--- config.mk ---
export PLATFORM = sky130hd
export DESIGN_NAME = prog_clk_div
export DESIGN_NICKNAME = d
export VERILOG_FILES = /design/src/rtl/prog_clk_div_pkg.sv /design/src/rtl/prog_clk_div_ch.sv /design/src/rtl/prog_clk_div.sv
export SDC_FILE = /design/constraint.sdc
export NUM_CORES = 1
export LEC_CHECK = 0
export ABC_CLOCK_PERIOD_IN_PS = 2850
export BUFFER_PORTS_ARGS = -buffer_cell sky130_fd_sc_hd__buf_4
export CAP_MARGIN = 20
export CORE_UTILIZATION = 60
export CTS_BUF_LIST = sky130_fd_sc_hd__clkbuf_8
export DETAILED_ROUTE_END_ITERATION = 10
export HOLD_SLACK_MARGIN = 0.03
export PLACE_DENSITY = 0.8
export REMOVE_ABC_BUFFERS = 1
export SETUP_SLACK_MARGIN = 0.02
export SLEW_MARGIN = 20
export SYNTH_ARGS = -nofsm -noshare
export SYNTH_HDL_FRONTEND = slang
export SYNTH_HIERARCHICAL = 1
export SYNTH_SLANG_ARGS = --single-unit
--- constraint.sdc ---
create_clock -name clk_in -period 2.85 [get_ports clk_in]
set_input_delay 0.7125 -clock clk_in [delete_from_list [all_inputs] [get_ports clk_in]]
set_output_delay 0.7125 -clock clk_in [all_outputs]
set_load 0.03 [all_outputs]
--- src/rtl/prog_clk_div_pkg.sv ---
// Shared constants and helpers for the programmable multi-channel clock divider.
//   DEF_NUM_CH / DEF_WIDTH / DEF_RST_DIV : default parameter values
//   ch_idx_w(n)                          : channel-index width, never below 1
package prog_clk_div_pkg;

  localparam int unsigned DEF_NUM_CH  = 4;
  localparam int unsigned DEF_WIDTH   = 17;
  localparam int unsigned DEF_RST_DIV = 100000;

  function automatic int unsigned ch_idx_w(input int unsigned n);
    return (n > 1) ? $clog2(n) : 1;
  endfunction

endpackage

--- src/rtl/prog_clk_div_ch.sv ---
// One divider channel: up-counter against an active divisor, with a shadow
// divisor that is only promoted at a half-period boundary (or while idle/synced).
//   clk_in, rst_n : clock, async active-low reset
//   en_i          : run enable
//   sync_i        : phase-align request (tied low when the feature is absent)
//   wr_i, wr_div_i: shadow divisor write strobe and value
//   pend_o        : shadow divisor waiting to be applied
//   clk_o, tick_o : divided clock and half-period terminal pulse (registered)
module prog_clk_div_ch #(
  parameter int unsigned WIDTH   = 17,
  parameter int unsigned RST_DIV = 100000
) (
  input  logic             clk_in,
  input  logic             rst_n,
  input  logic             en_i,
  input  logic             sync_i,
  input  logic             wr_i,
  input  logic [WIDTH-1:0] wr_div_i,
  output logic             pend_o,
  output logic             clk_o,
  output logic             tick_o
);

  logic [WIDTH-1:0] cnt_q, cnt_d;
  logic [WIDTH-1:0] div_q, div_d;
  logic [WIDTH-1:0] shd_q, shd_d;
  logic             pend_q, pend_d;
  logic             clk_q, clk_d;
  logic             tick_q, tick_d;
  logic             term_c;

  // cnt > div cannot happen in normal operation but is still treated as terminal
  assign term_c = (cnt_q >= div_q);

  // State register
  always_ff @(posedge clk_in or negedge rst_n) begin
    if (!rst_n) begin
      cnt_q  <= '0;
      div_q  <= WIDTH'(RST_DIV);
      shd_q  <= WIDTH'(RST_DIV);
      pend_q <= 1'b0;
      clk_q  <= 1'b0;
      tick_q <= 1'b0;
    end else begin
      cnt_q  <= cnt_d;
      div_q  <= div_d;
      shd_q  <= shd_d;
      pend_q <= pend_d;
      clk_q  <= clk_d;
      tick_q <= tick_d;
    end
  end

  // Next-state: idle/sync, terminal count, or plain increment; write applied last
  always_comb begin
    cnt_d  = cnt_q;
    div_d  = div_q;
    shd_d  = shd_q;
    pend_d = pend_q;
    clk_d  = clk_q;
    tick_d = 1'b0;

    if (!en_i || sync_i) begin
      cnt_d = '0;
      clk_d = 1'b0;
      if (pend_q) begin
        div_d  = shd_q;
        pend_d = 1'b0;
      end
    end else if (term_c) begin
      cnt_d  = '0;
      clk_d  = ~clk_q;
      tick_d = 1'b1;
      if (pend_q) begin
        div_d  = shd_q;
        pend_d = 1'b0;
      end
    end else begin
      cnt_d = cnt_q + WIDTH'(1);
    end

    // A write landing on an apply cycle becomes the next pending value
    if (wr_i) begin
      shd_d  = wr_div_i;
      pend_d = 1'b1;
    end
  end

  assign pend_o = pend_q;
  assign clk_o  = clk_q;
  assign tick_o = tick_q;

endmodule

--- src/rtl/prog_clk_div.sv ---
// Programmable multi-channel 50%-duty clock divider with glitch-free divisor update.
//   clk_in, rst_n : clock, async active-low reset
//   en            : per-channel run enable
//   wr_en/wr_ch/wr_div : divisor write (out-of-range channel ignored)
//   sync          : only with PROG_CLK_DIV_SYNC_EN; phase-aligns all enabled channels
//   pend, clk_out, tick : per-channel status and registered outputs
// Optional feature macro: PROG_CLK_DIV_SYNC_EN
module prog_clk_div
  import prog_clk_div_pkg::*;
#(
  parameter int unsigned NUM_CH  = DEF_NUM_CH,
  parameter int unsigned WIDTH   = DEF_WIDTH,
  parameter int unsigned RST_DIV = DEF_RST_DIV
) (
  input  logic                          clk_in,
  input  logic                          rst_n,
  input  logic [NUM_CH-1:0]             en,
  input  logic                          wr_en,
  input  logic [ch_idx_w(NUM_CH)-1:0]   wr_ch,
  input  logic [WIDTH-1:0]              wr_div,
`ifdef PROG_CLK_DIV_SYNC_EN
  input  logic                          sync,
`endif
  output logic [NUM_CH-1:0]             pend,
  output logic [NUM_CH-1:0]             clk_out,
  output logic [NUM_CH-1:0]             tick
);

  localparam int unsigned CH_W = ch_idx_w(NUM_CH);

  logic sync_c;

`ifdef PROG_CLK_DIV_SYNC_EN
  assign sync_c = sync;
`else
  assign sync_c = 1'b0;
`endif

  for (genvar g = 0; g < NUM_CH; g++) begin : g_ch
    logic wr_hit_c;

    // Channel indices >= NUM_CH never match any instance
    assign wr_hit_c = wr_en && (wr_ch == CH_W'(g));

    prog_clk_div_ch #(
      .WIDTH   (WIDTH),
      .RST_DIV (RST_DIV)
    ) u_ch (
      .clk_in   (clk_in),
      .rst_n    (rst_n),
      .en_i     (en[g]),
      .sync_i   (sync_c),
      .wr_i     (wr_hit_c),
      .wr_div_i (wr_div),
      .pend_o   (pend[g]),
      .clk_o    (clk_out[g]),
      .tick_o   (tick[g])
    );
  end

endmodule

==> results of run 1 <==
-- kinds of logic (layout without fill, tap and decap cells) --
logic type                 after synthesis  count (layout)  synth area share, %
adders and majority gates               72              72                 8.38
DFF                                    216             216                 50.8
muxes                                  136             136                 15.6
and+or+nand+nor                        217             217                 10.5
buffers and inverters                   90             186                 3.78
xor gates and xnor gates                59              59                 4.81
AOI/OAI and AO/OA                       84              84                 6.02
other                                    1               4               0.0349
-- sequential cells by signal (all words and copies together) (netlist names) --
name	flops
g_ch.u_ch/clk_o	4
g_ch.u_ch/cnt_q	68
g_ch.u_ch/div_q	68
g_ch.u_ch/pend_o	4
g_ch.u_ch/shd_q	68
g_ch.u_ch/tick_o	4
-- metal layers --
metal,share of wire [%],GRT usage (%),wire (µm)
met1,45,30.7,8970
met2,48,38.7,9550
met3,4.3,4.29,863
met4,2.7,8.70,541
met5,0,0,0
-- layout make-up --
cell class / instances / area, µm²
clock buffers: 42 / 578
flip-flops and latches: 216 / 5470
well taps: 225 / 282
repair buffers: 47 / 397
clock inverters: 23 / 115
fillers: 1289 / 5410
inverters: 74 / 278
multi-input cells: 572 / 4890
-- power groups by stage --
| stage | Clock, mW | Combinational, mW | Sequential (mW) |
|---|---|---|---|
| floorplan | 0 | 1.29 | 4.03 |
| global placement | 0 | 1.58 | 4.11 |
| detailed placement | 0 | 1.67 | 4.14 |
| CTS | 2.70 | 1.67 | 4.09 |
| global route | 2.84 | 1.86 | 4.17 |
| finish | 2.61 | 1.65 | 4.09 |
-- Yosys cell counts (2+ instances only) --
cell type	number	area (µm²)
xnor2_1	26	228
and2_1	3	18.8
a21o_2	3	26.3
buf_12	4	80.1
xor2_1	33	289
o22ai_1	3	18.8
dfstp_2	48	1260
a41oi_1	3	26.3
and3_2	4	30.0
buf_1	3	11.3
a21boi_4	3	56.3
mux2_4	40	601
and3_1	4	25.0
nand3_1	17	85.1
inv_1	74	278
nand4_1	21	131
a31o_2	3	26.3
nand2_2	6	37.5
or3_1	2	12.5
and3b_1	2	17.5
dfrtp_1	168	4200
ha_1	72	901
nand2_1	37	139
or2b_2	3	26.3
and2b_2	3	26.3
nand4bb_1	3	33.8
nor2_1	95	357
o21bai_1	2	15.0
o211ai_4	3	63.8
nor3_1	2	10.0
mux2_2	96	1080
o21ai_1	3	15.0
o21ai_0	21	105
nor2b_1	2	12.5
a21oi_1	25	125
and4_1	5	43.8
nor4_4	3	63.8
clkbuf_1	6	22.5
a211oi_2	8	100
a211oi_1	5	37.5
buf_2	3	15.0
-- final timing paths --
| kind | start | to | slack (ns) | depth (start not counted) |
|---|---|---|---|---|
| min in group clk_in | g_ch[1].u_ch/shd_q[13] | g_ch[1].u_ch/div_q[13] | 0.48 | 1 |
| setup / recovery | g_ch[1].u_ch/div_q[15] | g_ch[1].u_ch/div_q[11] | 0.37 | 8 |
| setup reg to reg | g_ch[1].u_ch/div_q[15] | g_ch[1].u_ch/div_q[11] | 0.37 | 8 |
| max in group asynchronous | rst_n | g_ch[3].u_ch/shd_q[5] | 1.81 | 2 |
| hold / removal | rst_n | g_ch[2].u_ch/div_q[12] | 0.21 | 1 |
| hold reg to reg | g_ch[1].u_ch/shd_q[13] | g_ch[1].u_ch/div_q[13] | 0.48 | 1 |
-- critical path, delay by kind of cell, from the launching register on --
| family | cells | cell delay [ns] |
|---|---|---|
| AND/OR/NAND/NOR | 4 | 0.64 |
| multiplexers | 1 | 0.34 |
| buffers and inverters | 1 | 0.04 |
| AO/OA/AOI/OAI | 1 | 0.53 |
| flip-flops | 1 | 0.53 |
| adder cells (fa/ha/maj) | 1 | 0.27 |
-- metrics by stage --
step	hold WS (ns)	power, mW	cell area [µm²]	std cells
floorplan	0.417	5.32	10600	862
global placement	0.476	5.69	11300	1134
detailed placement	0.484	5.80	11300	1134
CTS	0.219	8.47	12000	1199
global route	0.245	8.87	12000	1199
finish	0.215	8.35	12000	1199
==> flow_summary.yaml, run 1 <==
clock_network:
  cts-root-buf: "clkbuf_8"
  post-cts-setup-buffers: 0
  numCtsBuffers: 37
  htreeDepth: 2
  clk_pin_slew_ns: 0.06
  cts_tree: "done"
  cts.sinks: 216
  hold_buffers: 0
  clock_latency_ns: 0.52
  cts_buffer_depth: 3
  cts_resized: 0
critical_path:
  crit_path_cell_trace: "inv_1 -> ha_1 -> nand4_1 -> nor2_1 -> nand3_2 -> o21ai_4 -> nand2_8 -> mux2_4"
  worstSetupEndpointType: "flip-flop"
  critPathSlowestCell: "dfstp_2"
  start_kind: "flip-flop"
  path_class: "flip-flop to flip-flop"
  worstPathArrival_ns: 2.86
  required_ns: 3.23
  cp_max_fo: 19
  slowest_delay_ns: 0.53
final_layout:
  layout-drive-gt1-share_pct: 33.0
  fin_nets: 1046
  n_antenna_cell: 0
  layout_common_cells: "dfrtp_1, mux2_2, nor2_1"
  utilization_pct: 68.9
  area_growth_pct: 11.7
  mostFrequentLayoutCell: "dfrtp_1"
min_path:
  hold_path.class: "input port to asynchronous set/reset pin"
synthesis:
  ys_ff_latch: 216
  yosys_warnings: 6
  ys.flop_type: "dfrtp_1"
  ys_types: 49
  synthArstFlopShare_pct: 100
  syn_area_um2: 10800
  synth-edff-count: 0
  seq_area_frac_synth_pct: 50.8
  synthCells: 875
  synth_area_per_cell_um2: 12.3
routing:
  ant_nets: 0
  wl_mm: 19.9
  first_pass_iters: 4
  first_iter_violations: 313
  num_vias: 6580
  wl_per_cell_um: 16.6
  via_per_inst: 5.49
  drc: 0
floorplan:
  fp.coreArea_um2: 17400
  dieArea_um2: 18500
  initial_utilization_pct: 61.7
  rows: 48
  io_pins: 38
  die_y_um: 136
  die_width_um: 136
flow_run:
  maxCapViolCount: 0
global_routing:
  grt_first_pass_wirelength_mm: 33.4
  overflow: 0
  grt_max_degree: 77
  track_usage_pct: 23.4
  first_global_vias: 6881
  grt_antenna_before_repair: 0
sta:
  finalMaxSlewViolations: 0
  fin_ws_ns: 0.373
  slew_headroom_pct: 57.3
  period_needed_ns: 2.48
  tightest_slew_ns: 0.641
  timing.final.crit_share_pct: 86.9
  setup_viol: 0
  tns_ns: 0
  fmax_ghz: 0.404
  rsz0062_at_grt: "false"
  finClkSkew_ns: 0.0250
  hold_violations: 0
power:
  p_clk_share_pct: 31.2
  p_leak_nw: 5.53
  power.switching_mw: 2.26
  pwr-share-comb_pct: 19.8
  swShare_pct: 27.1
  max-vdd-ir-drop_mv: 0.441
  p_int_mw: 6.09
  pwr-share-seq_pct: 49.0
  cellPowerDensity_nw_per_um2: 695
placement:
  hpwl_mm: 13.9
  routabilityCongestion: 0.861
  io_buffers: 37
  dp_slack_ns: 0.368
run_status:
  status: "finished clean"
Note: power is estimated with default switching activity, not from simulation.
==> run 2, diff against run 1 <==
--- a/config.mk
+++ b/config.mk
@@ -5,6 +5,7 @@
 export SDC_FILE = /design/constraint.sdc
 export NUM_CORES = 1
 export LEC_CHECK = 0
+export ABC_AREA = 1
 export ABC_CLOCK_PERIOD_IN_PS = 2850
 export BUFFER_PORTS_ARGS = -buffer_cell sky130_fd_sc_hd__buf_4
 export CAP_MARGIN = 20
@@ -12,7 +13,7 @@
 export CTS_BUF_LIST = sky130_fd_sc_hd__clkbuf_8
 export DETAILED_ROUTE_END_ITERATION = 10
 export HOLD_SLACK_MARGIN = 0.03
-export PLACE_DENSITY = 0.8
+export PLACE_DENSITY = 0.81
 export REMOVE_ABC_BUFFERS = 1
 export SETUP_SLACK_MARGIN = 0.02
 export SLEW_MARGIN = 20
==> run 2 against run 1 <==
- the run now ends with DRC left
- worst hold slack lost 0.038 ns
- utilization is essentially flat
- cell count rose by 39%
- highest routed layer unchanged
==> flow_summary.yaml, run 2 <==
run_status:
  status: "finished, violations left"
  violations: "DRC"
clock_network:
  hold_buffers: 0
  cts_resized: 0
  htreeDepth: 2
  clk_pin_slew_ns: 0.06
  post-cts-setup-buffers: 0
  numCtsBuffers: 37
  clock_latency_ns: 0.56
  cts_buffer_depth: 3
  cts_tree: "done"
  cts.sinks: 216
  cts-root-buf: "clkbuf_8"
global_routing:
  grt_max_degree: 72
  overflow: 0
  grt_first_pass_wirelength_mm: 39.0
  track_usage_pct: 24.8
  first_global_vias: 8517
  grt_antenna_before_repair: 0
synthesis:
  synthCells: 1350
  netlist_top_cells_area: "dfrtp_1, nand2_1, dfstp_2"
  seq_area_frac_synth_pct: 48.9
  ys_ff_latch: 216
  synthArstFlopShare_pct: 100
  synthSimpleGateAreaFrac_pct: 30.1
  synth_common_cells: "nand2_1, dfrtp_1, inv_1"
  synthMuxAreaShare_pct: 0
  yosys_warnings: 6
  syn_area_um2: 11200
  ys.flop_type: "dfrtp_1"
  synth_xor_area_share_pct: 2.59
  ys_types: 35
  yosys.area.top_type: "dfrtp_1"
  synth_top_cell_area_share_pct: 37.6
  synth_area_per_cell_um2: 8.28
  synth_top_family_by_area: "simple AND/OR/NAND/NOR gates"
  yosysMostFrequentCell: "nand2_1"
  synth_adder_area_share_pct: 8.06
  synth_compound_area_share_pct: 3.05
  synth-edff-count: 0
routing:
  drc: 2
  wl_mm: 22.6
  first_pass_iters: 8
  first_iter_violations: 462
  ant_nets: 0
  wl_per_cell_um: 13.5
  num_vias: 8699
  via_per_inst: 5.22
sta:
  finalMaxSlewViolations: 0
  period_needed_ns: 2.35
  fin_ws_ns: 0.502
  hold_violations: 0
  fmax_ghz: 0.426
  setup_viol: 0
  tns_ns: 0
  timing.final.crit_share_pct: 82.4
  slew_headroom_pct: 59.8
  rsz0062_at_grt: "false"
  tightest_slew_ns: 0.603
  finClkSkew_ns: 0.0387
power:
  p_int_mw: 5.74
  swShare_pct: 29.6
  p_leak_nw: 6.50
  pwr-share-seq_pct: 47.5
  pwr-share-comb_pct: 17.6
  p_clk_share_pct: 34.9
  max-vdd-ir-drop_mv: 0.502
  cellPowerDensity_nw_per_um2: 654
  power.switching_mw: 2.42
floorplan:
  dieArea_um2: 19200
  io_pins: 38
  die_width_um: 138
  initial_utilization_pct: 61.8
  fp.coreArea_um2: 18100
  rows: 49
  die_y_um: 138
critical_path:
  cp_max_fo: 36
  worstSetupEndpointType: "flip-flop"
  slowest_delay_ns: 0.53
  start_kind: "flip-flop"
  critPathMostFrequentCell: "nand2_1"
  critPathSlowestCell: "dfstp_2"
  worstPathArrival_ns: 2.80
  crit_path_cell_trace: "inv_1 -> ha_1 -> nand2_2 -> nor2_2 -> and2_1 -> nand2_1 -> nand2_1 -> nor2_2 -> nand3_4 -> nand2_4 -> nand2_1 -> nand2_1"
  path_class: "flip-flop to flip-flop"
  required_ns: 3.31
final_layout:
  mostFrequentLayoutCell: "nand2_1"
  fillers: 1424
  fin_nets: 1506
  layout_common_cells: "nand2_1, dfrtp_1, inv_1"
  largestRegisters: "g_ch.u_ch/cnt_q: 68 flops, g_ch.u_ch/div_q: 68 flops, g_ch.u_ch/shd_q: 68 flops"
  layout-drive-gt1-share_pct: 14.2
  area_growth_pct: 11.5
  fin_cells: 1665
  n_antenna_cell: 0
  fin_area_um2: 12500
placement:
  placed_area_um2: 11700
  hpwl_mm: 15.7
  io_buffers: 37
  dp.cells: 1598
  dp_slack_ns: 0.495
  routabilityCongestion: 0.824
min_path:
  hold_path.class: "input port to asynchronous set/reset pin"
flow_run:
  maxCapViolCount: 0
==> run 2: changes by cell type after synthesis, moves of 19 or more <==
cell / before / now
nand2_1: 37 / 501
mux2_2: 96 / 0
inv_1: 74 / 150
nand3_1: 17 / 91
mux2_4: 40 / 0
nor2_2: 0 / 23
nor3_1: 2 / 21
==> run 2: worst paths after layout <==
| path | from | to | slack [ns] | cells past startpoint |
|---|---|---|---|---|
| setup reg to reg | g_ch[1].u_ch/div_q[16] | g_ch[1].u_ch/div_q[6] | 0.50 | 12 |
| setup / recovery | g_ch[1].u_ch/div_q[16] | g_ch[1].u_ch/div_q[6] | 0.50 | 12 |
| min in group clk_in | wr_div[15] | g_ch[0].u_ch/shd_q[15] | 0.41 | 3 |
| hold reg to reg | g_ch[2].u_ch/div_q[10] | g_ch[2].u_ch/div_q[10] | 0.46 | 2 |
| hold / removal | rst_n | g_ch[1].u_ch/shd_q[1] | 0.18 | 1 |
| max in group asynchronous | rst_n | g_ch[0].u_ch/div_q[15] | 1.93 | 2 |
==> run 2: cell type report <==
| class | instances | area [µm²] | share of cell area (%) |
|---|---|---|---|
| Sequential cell | 216 | 5470 | 43.9 |
| Multi-Input combinational cell | 947 | 4910 | 39.4 |
| Clock buffer | 51 | 702 | 5.63 |
| Inverter | 154 | 578 | 4.64 |
| Timing Repair Buffer | 52 | 447 | 3.58 |
| Tap cell | 229 | 287 | 2.30 |
| Clock inverter | 16 | 75.1 | 0.602 |
==> run 2: metal layers <==
layer | wire [µm] | global-route usage (%) | vias to the layer above | share of wire [%]
met1 | 10100 | 32.4 | 4120 | 45
met4 | 476 | 8.52 | 0 | 2.1
li1 | - | - | 4359 | -
met2 | 10800 | 41.5 | 174 | 48
met3 | 1190 | 4.78 | 46 | 5.3
met5 | 0 | 0 | - | 0
==> run 2: critical path, delay by kind of cell, from the launching register on <==
kind                       cells  cell delay, ns
DFF                            1            0.53
and+or+nand+nor               10            1.42
adders and majority gates      1            0.29
buffers and inverters          1            0.04
==> run 2: metrics by stage <==
step / util (%) / hold WS (ns) / power, mW
after floorplan: - / 0.417 / 4.88
after global placement: 64.6 / 0.451 / 5.27
after detailed placement: 64.6 / 0.453 / 5.36
after CTS: 68.9 / 0.177 / 8.27
after global routing: 68.9 / 0.210 / 8.69
final: 68.9 / 0.177 / 8.16
==> run 2: power groups by stage <==
| stage | combinational (mW) | clock, mW | sequential, mW |
|---|---|---|---|
| global route | 1.68 | 3.07 | 3.93 |
| finish | 1.43 | 2.85 | 3.88 |
| detailed placement | 1.44 | 0 | 3.92 |
| global placement | 1.36 | 0 | 3.91 |
| CTS | 1.45 | 2.94 | 3.87 |
| floorplan | 1.00 | 0 | 3.88 |
==> run 2: kinds of logic after synthesis <==
| family | after synthesis |
|---|---|
| AND/OR/NAND/NOR | 782 |
| flip-flops | 216 |
| buffers and inverters | 190 |
| adder cells (fa/ha/maj) | 72 |
| AO/OA/AOI/OAI | 56 |
| XOR/XNOR | 33 |
| other | 1 |
